[src/rtl/booth_divider_if.sv]
// Start/done handshake bundle for booth_divider: operands in, results and flags out.
// The master modport drives requests; the slave modport is the divider side.
interface booth_divider_if #(
    parameter int REG_WIDTH = 4,
    parameter int OUT_WIDTH = 8
);
    logic                 start;
    logic [OUT_WIDTH-1:0] dividend;
    logic [REG_WIDTH-1:0] divisor;
    logic                 busy;
    logic                 done;
    logic [OUT_WIDTH-1:0] quotient;
    logic [REG_WIDTH-1:0] remainder;
    logic                 dz;
    logic                 ovf;

    modport master (
        output start, dividend, divisor,
        input  busy, done, quotient, remainder, dz, ovf
    );

    modport slave (
        input  start, dividend, divisor,
        output busy, done, quotient, remainder, dz, ovf
    );
endinterface

[src/rtl/booth_divider.sv]
// Sequential signed restoring divider (truncating), one quotient bit per cycle.
// Define BOOTH_DIV_RADIX4_EN to retire two quotient bits per cycle instead.
module booth_divider #(
    parameter int REG_WIDTH = 4,
    parameter int OUT_WIDTH = 8
) (
    input  logic            clk,
    input  logic            rst,
    booth_divider_if.slave  bus
);

`ifdef BOOTH_DIV_RADIX4_EN
    localparam int STEPS = 2;
`else
    localparam int STEPS = 1;
`endif

    localparam int PR_W  = REG_WIDTH + 1;
    localparam int CNT_W = $clog2(OUT_WIDTH + 1);
    localparam logic [CNT_W-1:0] CNT_LOAD = CNT_W'(OUT_WIDTH / STEPS);
    localparam logic [OUT_WIDTH-1:0] Q_MIN = {1'b1, {(OUT_WIDTH-1){1'b0}}};

    typedef enum logic [1:0] {
        S_IDLE = 2'd0,
        S_CALC = 2'd1,
        S_SIGN = 2'd2,
        S_DONE = 2'd3
    } state_t;

    state_t               state_reg, state_next;
    logic [OUT_WIDTH-1:0] dd_reg, dd_next;       // dividend magnitude, becomes Qmag
    logic [REG_WIDTH-1:0] dvs_reg, dvs_next;
    logic [PR_W-1:0]      pr_reg, pr_next;
    logic [CNT_W-1:0]     cnt_reg, cnt_next;
    logic                 sign_q_reg, sign_q_next;
    logic                 sign_r_reg, sign_r_next;
    logic [OUT_WIDTH-1:0] quotient_reg, quotient_next;
    logic [REG_WIDTH-1:0] remainder_reg, remainder_next;
    logic                 dz_reg, dz_next;
    logic                 ovf_reg, ovf_next;
    logic                 done_reg, done_next;

    // Iteration datapath: STEPS chained shift/trial-subtract/restore stages.
    logic [OUT_WIDTH-1:0] iter_dd;
    logic [PR_W-1:0]      iter_pr;
    logic [PR_W:0]        shifted;
    logic [PR_W+1:0]      trial;

    always_comb begin
        iter_dd = dd_reg;
        iter_pr = pr_reg;
        shifted = '0;
        trial   = '0;
        for (int i = 0; i < STEPS; i++) begin
            shifted = {iter_pr, iter_dd[OUT_WIDTH-1]};
            trial   = {1'b0, shifted} - {{(PR_W-REG_WIDTH+2){1'b0}}, dvs_reg};
            if (trial[PR_W+1]) begin
                iter_pr = PR_W'(shifted);
                iter_dd = {iter_dd[OUT_WIDTH-2:0], 1'b0};
            end else begin
                iter_pr = PR_W'(trial);
                iter_dd = {iter_dd[OUT_WIDTH-2:0], 1'b1};
            end
        end
    end

    always_ff @(posedge clk) begin
        if (rst) begin
            state_reg     <= S_IDLE;
            dd_reg        <= '0;
            dvs_reg       <= '0;
            pr_reg        <= '0;
            cnt_reg       <= '0;
            sign_q_reg    <= 1'b0;
            sign_r_reg    <= 1'b0;
            quotient_reg  <= '0;
            remainder_reg <= '0;
            dz_reg        <= 1'b0;
            ovf_reg       <= 1'b0;
            done_reg      <= 1'b0;
        end else begin
            state_reg     <= state_next;
            dd_reg        <= dd_next;
            dvs_reg       <= dvs_next;
            pr_reg        <= pr_next;
            cnt_reg       <= cnt_next;
            sign_q_reg    <= sign_q_next;
            sign_r_reg    <= sign_r_next;
            quotient_reg  <= quotient_next;
            remainder_reg <= remainder_next;
            dz_reg        <= dz_next;
            ovf_reg       <= ovf_next;
            done_reg      <= done_next;
        end
    end

    always_comb begin
        state_next     = state_reg;
        dd_next        = dd_reg;
        dvs_next       = dvs_reg;
        pr_next        = pr_reg;
        cnt_next       = cnt_reg;
        sign_q_next    = sign_q_reg;
        sign_r_next    = sign_r_reg;
        quotient_next  = quotient_reg;
        remainder_next = remainder_reg;
        dz_next        = dz_reg;
        ovf_next       = ovf_reg;
        done_next      = 1'b0;

        case (state_reg)
            S_IDLE: begin
                if (bus.start) begin
                    dd_next     = bus.dividend[OUT_WIDTH-1] ? -bus.dividend : bus.dividend;
                    dvs_next    = bus.divisor[REG_WIDTH-1]  ? -bus.divisor  : bus.divisor;
                    sign_q_next = bus.dividend[OUT_WIDTH-1] ^ bus.divisor[REG_WIDTH-1];
                    sign_r_next = bus.dividend[OUT_WIDTH-1];
                    pr_next     = '0;
                    cnt_next    = CNT_LOAD;
                    state_next  = (bus.divisor == '0) ? S_DONE : S_CALC;
                end
            end
            S_CALC: begin
                dd_next  = iter_dd;
                pr_next  = iter_pr;
                cnt_next = cnt_reg - 1'b1;
                // The last iteration happens on the edge that brings the counter to zero.
                if (cnt_reg == CNT_W'(1)) begin
                    state_next = S_SIGN;
                end
            end
            S_SIGN: begin
                // Only -2^(N-1) / -1 yields a positive magnitude of 2^(N-1).
                ovf_next       = (dd_reg == Q_MIN) && !sign_q_reg;
                quotient_next  = sign_q_reg ? -dd_reg : dd_reg;
                if ((dd_reg == Q_MIN) && !sign_q_reg) begin
                    remainder_next = '0;
                end else begin
                    remainder_next = sign_r_reg ? REG_WIDTH'(-pr_reg) : REG_WIDTH'(pr_reg);
                end
                dz_next    = 1'b0;
                done_next  = 1'b1;
                state_next = S_IDLE;
            end
            S_DONE: begin
                quotient_next  = '1;
                remainder_next = '0;
                dz_next        = 1'b1;
                ovf_next       = 1'b0;
                done_next      = 1'b1;
                state_next     = S_IDLE;
            end
            default: begin
                state_next = S_IDLE;
            end
        endcase
    end

    assign bus.busy      = (state_reg != S_IDLE);
    assign bus.done      = done_reg;
    assign bus.quotient  = quotient_reg;
    assign bus.remainder = remainder_reg;
    assign bus.dz        = dz_reg;
    assign bus.ovf       = ovf_reg;

endmodule
[src/flat_wrapper.sv]
// flat-port wrapper written by rule: the top's interface ports become plain ports
module booth_divider_flat 
#(
    parameter int REG_WIDTH = 4,
    parameter int OUT_WIDTH = 8
)
  (clk, rst, bus_start, bus_dividend, bus_divisor, bus_busy, bus_done, bus_quotient, bus_remainder, bus_dz, bus_ovf);
  booth_divider_if #(.REG_WIDTH(REG_WIDTH), .OUT_WIDTH(OUT_WIDTH)) bus_i ();
  input  logic clk;
  input  logic rst;
  input wire logic [$bits(bus_i.start)-1:0] bus_start;
  input wire logic [$bits(bus_i.dividend)-1:0] bus_dividend;
  input wire logic [$bits(bus_i.divisor)-1:0] bus_divisor;
  output wire logic [$bits(bus_i.busy)-1:0] bus_busy;
  output wire logic [$bits(bus_i.done)-1:0] bus_done;
  output wire logic [$bits(bus_i.quotient)-1:0] bus_quotient;
  output wire logic [$bits(bus_i.remainder)-1:0] bus_remainder;
  output wire logic [$bits(bus_i.dz)-1:0] bus_dz;
  output wire logic [$bits(bus_i.ovf)-1:0] bus_ovf;
  assign bus_i.start = bus_start;
  assign bus_i.dividend = bus_dividend;
  assign bus_i.divisor = bus_divisor;
  assign bus_busy = bus_i.busy;
  assign bus_done = bus_i.done;
  assign bus_quotient = bus_i.quotient;
  assign bus_remainder = bus_i.remainder;
  assign bus_dz = bus_i.dz;
  assign bus_ovf = bus_i.ovf;
  booth_divider #(.REG_WIDTH(REG_WIDTH), .OUT_WIDTH(OUT_WIDTH)) u_core (.clk(clk), .rst(rst), .bus(bus_i));
endmodule
[config.mk]
export PLATFORM = sky130hd
export DESIGN_NAME = booth_divider_flat
export DESIGN_NICKNAME = d
export VERILOG_FILES = /design/src/rtl/booth_divider_if.sv /design/src/rtl/booth_divider.sv /design/src/flat_wrapper.sv
export SDC_FILE = /design/constraint.sdc
export NUM_CORES = 1
export LEC_CHECK = 0
export CORE_MARGIN = 1
export CORE_UTILIZATION = 56
export DETAILED_ROUTE_END_ITERATION = 7
export DONT_BUFFER_PORTS = 1
export MAX_ROUTING_LAYER = met4
export PLACE_DENSITY = 0.74
export SLEW_MARGIN = 20
export SYNTH_ARGS = -nofsm -noshare
export SYNTH_HDL_FRONTEND = slang
export SYNTH_SLANG_ARGS = --single-unit
[constraint.sdc]
create_clock -name clk -period 2 [get_ports clk]
set_input_delay 0.4 -clock clk [delete_from_list [all_inputs] [get_ports clk]]
set_output_delay 0.4 -clock clk [all_outputs]
set_load 0.03 [all_outputs]
=== Word-level counts from Yosys, hierarchy flattened ===
Index checks and enable logic that the tools add are counted.

* Register bits: 40
* Bits of input ports: 15
* Output and inout port bits: 16
* Word-level logic and storage cells: 59

* Add/subtract/negate cells: 6
* Equal/unequal tests: 7
* Multiplexer cells: 22
* Bitwise logic cells: 1
* Reduce and logical (&&, ||, !) cells: 11

{| class="wikitable"
|+ Operators by type and width
! cell !! number
|-
| one-hot mux 8 bit (2 select lines) || 2
|-
| 2-to-1 mux 8 bit || 3
|-
| 2-to-1 mux 4 bit || 4
|-
| negation 8 bit || 2
|-
| one-hot mux 4 bit (2 select lines) || 2
|-
| 2-to-1 mux 5 bit || 2
|-
| one-hot mux 5 bit (2 select lines) || 1
|-
| equality test 8 bit, second input constant || 1
|-
| negation 4 bit || 2
|-
| subtractor 6 x 4 -> 7 bit || 1
|-
| 2-to-1 mux 2 bit || 3
|-
| one-hot mux 2 bit (3 select lines) || 1
|-
| AND reduction 2 bit || 3
|-
| nonzero test 2 bit || 3
|-
| equality test 2 bit, second input constant || 2
|-
| equality test 4 x 1 -> 1 bit, second input constant || 1
|-
| logical NOT 4 bit || 1
|-
| one-hot mux 1 bit (2 select lines) || 2
|-
| subtractor 4 x 1 -> 4 bit, second input constant || 1
|-
| equality test 2 x 1 -> 1 bit, second input constant || 1
|-
| logical NOT 2 bit || 1
|-
| 2-to-1 mux 1 bit || 2
|-
| != test 2 x 1 -> 1 bit, second input constant || 1
|-
| != test 2 bit, second input constant || 1
|-
| 4 further kinds || 4
|}

=== Longest topological paths before layout ===
Gate-level depths: netlist of the first run.

* Word-level depth: 4
* Gate-level depth with buffers: 9

=== Worst setup path before layout of the first run ===
No wires, ideal clock.

* Path kind: flip-flop to flip-flop
* From: register u_core.dd_reg[7]
* To: register u_core.pr_reg[0]
* Arrival time: 1.957 ns
* Required time: 1.926 ns
* Setup slack: -0.032 ns
* Cell stages (with the launch flop): 10
* Buffers on the path: 1
* Period minus slack after synthesis: 2.032 ns
* Path through: dfxtp_1 -> inv_1 -> ha_1 -> inv_1 -> fa_1 -> nand3_1 -> and3_1 -> clkbuf_1 -> mux2_2 -> o21ai_0

* Word-level cells in the longest chain between the ends: 3

{| class="wikitable"
|+ Ends and longest elaborated chain
! element !! RTL line !! text
|-
| start, declared || booth_divider.sv:31 || <nowiki>logic [OUT_WIDTH-1:0] dd_reg, dd_next;</nowiki>
|-
| start signal, assigned || booth_divider.sv:83 || <nowiki>dd_reg <= dd_next;</nowiki>
|-
| subtractor 6 x 4 -> 7 bit || booth_divider.sv:56 || <nowiki>trial = {1'b0, shifted} - {{(PR_W-REG_WIDTH+2){1'b0}}, dvs_reg};</nowiki>
|-
| 2-to-1 mux 5 bit * || booth_divider.sv:57 || <nowiki>if (trial[PR_W+1]) begin</nowiki>
|-
| one-hot mux 5 bit (2 select lines) * || booth_divider.sv:111 || <nowiki>case (state_reg)</nowiki>
|-
| end signal, assigned || booth_divider.sv:85 || <nowiki>pr_reg <= pr_next;</nowiki>
|-
| end, declared || booth_divider.sv:33 || <nowiki>logic [PR_W-1:0] pr_reg, pr_next;</nowiki>
|}

Mark *: on every way between the ends. The rest lies on a longest branch, timed or not.
A chain may end at the register's enable or synchronous reset.

=== Worst setup path after layout of the first run ===
Ends and elaborated chain as after synthesis.

==> results of run 1 <==
routing by layer:
layer	GRT usage, %	vias up	wire, microns
met3	6.61	8	286
met5	-	-	0
li1	-	898	-
met2	36.8	46	1920
met1	28.2	817	1990
met4	9.44	0	71
worst max-delay path by stage:
| stage | start | endpoint | slack [ns] | depth (start not counted) |
|---|---|---|---|---|
| after floorplan | u_core.dd_reg[7] | u_core.pr_reg[0] | 0.05 | 9 |
| after global placement | u_core.dd_reg[7] | u_core.pr_reg[0] | 0.13 | 8 |
| after detailed placement | u_core.dd_reg[7] | u_core.pr_reg[0] | 0.09 | 8 |
| after CTS | u_core.dd_reg[7] | u_core.pr_reg[0] | 0.07 | 8 |
| after global routing | u_core.dd_reg[7] | u_core.pr_reg[0] | 0.02 | 8 |
| final | u_core.dd_reg[7] | u_core.pr_reg[0] | 0.20 | 8 |
through the flow:
stage | cells | cell area, sq um | hold slack [ns] | utilization, % | worst slack (ns)
floorplan | 256 | 2170 | 0.432 | - | 0.0541
global placement | 298 | 2230 | 0.442 | 60.6 | 0.131
detailed placement | 298 | 2230 | 0.451 | 60.6 | 0.0874
CTS | 306 | 2330 | 0.150 | 63.1 | 0.0698
global route | 306 | 2340 | 0.142 | 63.4 | 0.0234
finish | 306 | 2340 | 0.166 | 63.4 | 0.201
critical path, stage by stage, from the launching register on:
cell	delay (ns)
dfxtp_1	0.34
inv_2	0.08
ha_1	0.13
inv_1	0.06
fa_2	0.41
nand3_2	0.09
and3_4	0.18
mux2_2	0.32
o21ai_0	0.12
kinds of logic (layout without fill, tap and decap cells):
| kind of cell | count (synthesis) | after routing | share of synthesized area, % |
|---|---|---|---|
| AND/OR/NAND/NOR | 85 | 85 | 19.5 |
| AO/OA/AOI/OAI | 62 | 62 | 20.3 |
| flip-flops | 40 | 40 | 37.0 |
| buffers and inverters | 33 | 35 | 5.78 |
| XOR/XNOR | 16 | 16 | 6.47 |
| adder cells (fa/ha/maj) | 11 | 11 | 6.71 |
| multiplexers | 9 | 9 | 4.28 |
cells in the mapped netlist, drive strengths merged (2+ instances only):
| library cell | number | area, sq um |
|---|---|---|
| a211oi | 12 | 95.1 |
| a21boi | 2 | 15.0 |
| a21o | 2 | 15.0 |
| a21oi | 10 | 50.1 |
| a22oi | 4 | 30.0 |
| a31oi | 4 | 25.0 |
| buf | 5 | 20.0 |
| clkbuf | 10 | 37.5 |
| dfxtp | 40 | 801 |
| ha | 10 | 125 |
| inv | 18 | 67.6 |
| mux2 | 2 | 22.5 |
| mux2i | 7 | 70.1 |
| nand2 | 16 | 60.1 |
| nand2b | 4 | 25.0 |
| nand3 | 3 | 15.0 |
| nor2 | 34 | 128 |
| nor2b | 9 | 56.3 |
| nor3 | 3 | 15.0 |
| nor4 | 2 | 12.5 |
| nor4b | 3 | 26.3 |
| o21ai | 11 | 55.1 |
| o31ai | 6 | 58.8 |
| or2 | 2 | 12.5 |
| or3b | 2 | 17.5 |
| or4 | 2 | 18.8 |
| xnor2 | 11 | 96.3 |
| xor2 | 5 | 43.8 |
cell type report:
| cell class | count | area share, % |
|---|---|---|
| clock inverters | 2 | 0.428 |
| clock buffers | 6 | 3.53 |
| flip-flops and latches | 40 | 34.2 |
| repair buffers | 9 | 2.89 |
| well taps | 48 | 2.57 |
| inverters | 18 | 2.89 |
| multi-input cells | 183 | 53.5 |
report_power, final:
group	total (W)	internal, W	switching [W]
registers	0.000900	0.000842	0.0000588
logic	0.000375	0.000182	0.000193
clock network	0.000560	0.000275	0.000285
==> impl_metrics.env, run 1 <==
export IMPL_vias_per_cell=5.78
export IMPL_worstReg2RegEnd="u_core.pr_reg[0]"
export IMPL_ys_seq_area_share_pct=37.0
export IMPL_cp_start_kind="flip-flop"
export IMPL_status="complete, no violations"
export IMPL_num_antenna_cells=0
export IMPL_hp_class="in -> reg"
export IMPL_max_slew_margin_pct=55.1
export IMPL_r2r_cells=8
export IMPL_ant_nets=0
export IMPL_postCtsSetupBuffers=0
export IMPL_worst_pin_slew_ns=0.673
export IMPL_final_layout_size_suffix_gt1_share_pct=11.6
export IMPL_rows=22
export IMPL_fin_nets=283
export IMPL_fillers=345
export IMPL_antenna_found_initial=0
export IMPL_dp_hpwl_microns=3160
export IMPL_hold_depth=1
export IMPL_hold_path_startpoint="rst"
export IMPL_synth_edf_count=0
export IMPL_yosysUniqueCellTypes=50
export IMPL_netlist_area_sq_um=2160
export IMPL_multi_input_area_sq_um=1250
export IMPL_fp_dieArea_sq_um=4120
export IMPL_firstDrtPassIters=4
export IMPL_cts_hold_buf=0
export IMPL_leakage_nw=0.868
export IMPL_avgSynthCellArea_sq_um=8.46
export IMPL_min_to="u_core.bus.quotient[7]"
export IMPL_synth_seq_cells=40
export IMPL_cts_root_buf="clkbuf_8"
export IMPL_drtIter0Drc=61
export IMPL_cts_resized=0
export IMPL_grt_use_total_pct=23.4
export IMPL_ir_drop_v=0.000454
export IMPL_drc=0
export IMPL_crit_path_end_kind="flip-flop"
export IMPL_wire_per_inst_microns=14.0
export IMPL_vias=1769
export IMPL_num_io_pins=31
export IMPL_dieHeight_microns=64.2
export IMPL_final_cell_mix="dfxtp_1 (40), nor2_1 (34), inv_1 (17), nand2_1 (16)"
export IMPL_port_buffers=0
export IMPL_timing_hold_violations_final=0
export IMPL_setup_total_negative_slack_ns=0
export IMPL_total_power_w=0.00184
export IMPL_rsz0062_at_grt="false"
export IMPL_drt_total_wl_microns=4270
export IMPL_grt_pass1_wl_microns=7290
export IMPL_cts_tree="done"
export IMPL_syn_nets=282
export IMPL_drv_slew=0
export IMPL_h_tree_depth=2
export IMPL_cp_required_ns=2.23
export IMPL_maxCapViolCount=0
export IMPL_syn2layout_area_growth_pct=8.09
export IMPL_clk_latency_ns=0.30
export IMPL_crit_path_max_fanout=3
export IMPL_power_density_nw_per_um2=784
export IMPL_r2r_start="u_core.dd_reg[7]"
export IMPL_critPathArrivalTime_ns=2.03
export IMPL_die_w_microns=64.2
export IMPL_layout_commonest_cell="dfxtp_1"
export IMPL_fin_crit_ns=1.80
export IMPL_cts_buffer_depth=2
export IMPL_overflow=0
export IMPL_grt_pass1_vias=1685
export IMPL_clkSinkCount=40
export IMPL_globalplace_congestion=0.775
export IMPL_synth_ff_type="dfxtp_1"
export IMPL_cts_made_buffers=5
export IMPL_period_share_pct=89.9
export IMPL_synthCells=256
export IMPL_ys_async_sr_fraction_pct=0
export IMPL_ys_warn_count=0
export IMPL_fmax_mhz=556
export IMPL_initial_utilization_pct=58.7
export IMPL_ff2ff_setup_slack_ns=0.20
export IMPL_path_class="reg -> reg"
export IMPL_core_sq_um=3690
export IMPL_finalSetupViolations=0
export IMPL_regArea_sq_um=801
export IMPL_clkTransAtPathRegs_ns=0.08
export IMPL_clock_skew_final_ns=0.00596
export IMPL_grt_max_degree=43
Power figures use the tool's default switching activity.
==> inputs of run 2 (changes only) <==
--- a/config.mk
+++ b/config.mk
@@ -6,11 +6,11 @@
 export NUM_CORES = 1
 export LEC_CHECK = 0
 export CORE_MARGIN = 1
-export CORE_UTILIZATION = 56
+export CORE_UTILIZATION = 67
 export DETAILED_ROUTE_END_ITERATION = 7
 export DONT_BUFFER_PORTS = 1
 export MAX_ROUTING_LAYER = met4
-export PLACE_DENSITY = 0.74
+export PLACE_DENSITY = 0.83
 export SLEW_MARGIN = 20
 export SYNTH_ARGS = -nofsm -noshare
 export SYNTH_HDL_FRONTEND = slang
==> constraint.sdc (replaced) <==
create_clock -name clk -period 2.3 [get_ports clk]
set_input_delay 0.46 -clock clk [delete_from_list [all_inputs] [get_ports clk]]
set_output_delay 0.46 -clock clk [all_outputs]
set_load 0.03 [all_outputs]
==> run 2 against run 1 <==
Cell area fell by 4.1%. Clock power fell by 33%. Global-route usage rose by 5.1 points. Via count rose by 0.34%. Combinational power fell by 21%. Maximum frequency fell by 9.0%. Sequential power fell by 12%. Sequential share of layout area rose by 1.5 points. Clock-buffer cell count rose by 2. Total power fell by 20%. Critical path type unchanged.
==> impl_metrics.env, run 2 (synthesis results as in run 1) <==
export IMPL_status="complete, no violations"
export IMPL_total_power_w=0.00146
export IMPL_timing_hold_violations_final=0
export IMPL_leakage_nw=0.817
export IMPL_power_density_nw_per_um2=652
export IMPL_grt_pass1_vias=1657
export IMPL_worst_pin_slew_ns=0.652
export IMPL_period_share_pct=85.9
export IMPL_p_sw_share_pct=30.1
export IMPL_port_buffers=0
export IMPL_clock_skew_final_ns=0.00699
export IMPL_grt_max_degree=43
export IMPL_clkTransAtPathRegs_ns=0.12
export IMPL_worstReg2RegEnd="u_core.pr_reg[0]"
export IMPL_hold_depth=1
export IMPL_rows=20
export IMPL_wire_per_inst_microns=14.5
export IMPL_num_io_pins=31
export IMPL_pre_cts_ws_ns=0.341
export IMPL_fin_nets=277
export IMPL_critical_path_slowest_cell="fa_1"
export IMPL_vias=1775
export IMPL_final_cell_mix="dfxtp_1 (40), nor2_1 (34), inv_1 (18), nand2_1 (16)"
export IMPL_globalplace_congestion=0.816
export IMPL_pwr_share_comb_pct=20.3
export IMPL_regArea_sq_um=801
export IMPL_slowest_delay_ns=0.45
export IMPL_ff2ff_setup_slack_ns=0.32
export IMPL_max_slew_margin_pct=56.4
export IMPL_pwr_share_clk_pct=25.6
export IMPL_firstDrtPassIters=4
export IMPL_drt_total_wl_microns=4280
export IMPL_cp_start_kind="flip-flop"
export IMPL_cp_required_ns=2.59
export IMPL_cp_top_family="adder cells"
export IMPL_vias_per_cell=6.00
export IMPL_p_seq_share_pct=54.1
export IMPL_cts_root_buf="clkbuf_4"
export IMPL_fp_dieArea_sq_um=3460
export IMPL_crit_path_max_fanout=3
export IMPL_die_w_microns=58.8
export IMPL_path_buf_inv=2
export IMPL_drtIter0Drc=108
export IMPL_maxCapViolCount=0
export IMPL_critPathArrivalTime_ns=2.26
export IMPL_drv_slew=0
export IMPL_path_class="reg -> reg"
export IMPL_antenna_found_initial=0
export IMPL_overflow=0
export IMPL_p_sw_w=0.000440
export IMPL_rsz0062_at_grt="false"
export IMPL_cts_buffer_depth=2
export IMPL_initial_utilization_pct=70.9
export IMPL_cts_made_buffers=5
export IMPL_syn2layout_area_growth_pct=3.64
export IMPL_ir_drop_v=0.000457
export IMPL_hold_path_startpoint="rst"
export IMPL_cts_hold_buf=0
export IMPL_crit_path_end_kind="flip-flop"
export IMPL_cts_resized=0
export IMPL_final_layout_size_suffix_gt1_share_pct=7.14
export IMPL_finalSetupViolations=0
export IMPL_fillers=271
export IMPL_fin_crit_ns=1.98
export IMPL_postCtsSetupBuffers=0
export IMPL_r2r_cells=8
export IMPL_timing_final_ws_setup_ns=0.325
export IMPL_setup_total_negative_slack_ns=0
export IMPL_layout_commonest_cell="dfxtp_1"
export IMPL_grt_use_total_pct=28.6
export IMPL_ant_nets=0
export IMPL_grt_pass1_wl_microns=7220
export IMPL_cts_tree="done"
export IMPL_clk_latency_ns=0.35
export IMPL_fmax_mhz=506
export IMPL_min_to="u_core.bus.quotient[7]"
export IMPL_internal_power_w=0.00102
export IMPL_crit_chain="inv_1 -> ha_1 -> inv_1 -> fa_1 -> nand3_1 -> and3_1 -> mux2_2 -> o21ai_0"
export IMPL_core_sq_um=3050
export IMPL_crit_top_cell="inv_1"
export IMPL_r2r_start="u_core.dd_reg[7]"
export IMPL_clkSinkCount=40
export IMPL_hp_class="in -> reg"
export IMPL_dieHeight_microns=58.8
export IMPL_multi_input_area_sq_um=1240
export IMPL_drc=0
export IMPL_dp_hpwl_microns=3130
export IMPL_h_tree_depth=2
export IMPL_num_antenna_cells=0
run 2: cell type report:
cell class	instances	share of cell area (%)
inverter	18	3.01
multi-input combinational	183	55.2
timing repair buffer	3	1.00
clock buffer	8	2.62
sequential	40	35.7
tap	44	2.45
run 2: worst reg2reg max path, cell delays in order, from the launching register on:
cell and delay (ns):
dfxtp_1 0.34, inv_1 0.11, ha_1 0.15, inv_1 0.06, fa_1 0.45, nand3_1 0.13
and3_1 0.19, mux2_2 0.34, o21ai_0 0.14
run 2: power by group through the flow:
stage	clock, W	sequential (W)	combinational (W)
after detailed placement	0	0.000807	0.000296
final	0.000374	0.000792	0.000297
after global placement	0	0.000804	0.000287
after global routing	0.000416	0.000800	0.000333
after CTS	0.000374	0.000791	0.000297
after floorplan	0	0.000786	0.000267
run 2: per-stage QoR:
step | hold slack [ns] | area, sq um | cells | utilization, %
global route | 0.124 | 2240 | 296 | 73.5
floorplan | 0.432 | 2160 | 256 | -
CTS | 0.158 | 2240 | 296 | 73.5
global placement | 0.437 | 2180 | 288 | 71.6
finish | 0.160 | 2240 | 296 | 73.5
detailed placement | 0.441 | 2180 | 288 | 71.6
run 2: how the worst max path moves through the flow:
stage                           startpoint               end  cells past startpoint
after global routing      u_core.dd_reg[7]  u_core.pr_reg[0]                      8
after floorplan           u_core.dd_reg[7]  u_core.pr_reg[0]                      9
after global placement    u_core.dd_reg[7]  u_core.pr_reg[0]                      8
after detailed placement  u_core.dd_reg[7]  u_core.pr_reg[0]                      8
final                     u_core.dd_reg[7]  u_core.pr_reg[0]                      8
after CTS                 u_core.dd_reg[7]  u_core.pr_reg[0]                      8
run 2: metal layers:
layer	share of wire [%]	GRT usage, %
met2	50	47.9
met4	1.1	9.86
met3	4.0	6.15
met5	0	-
met1	45	33.7
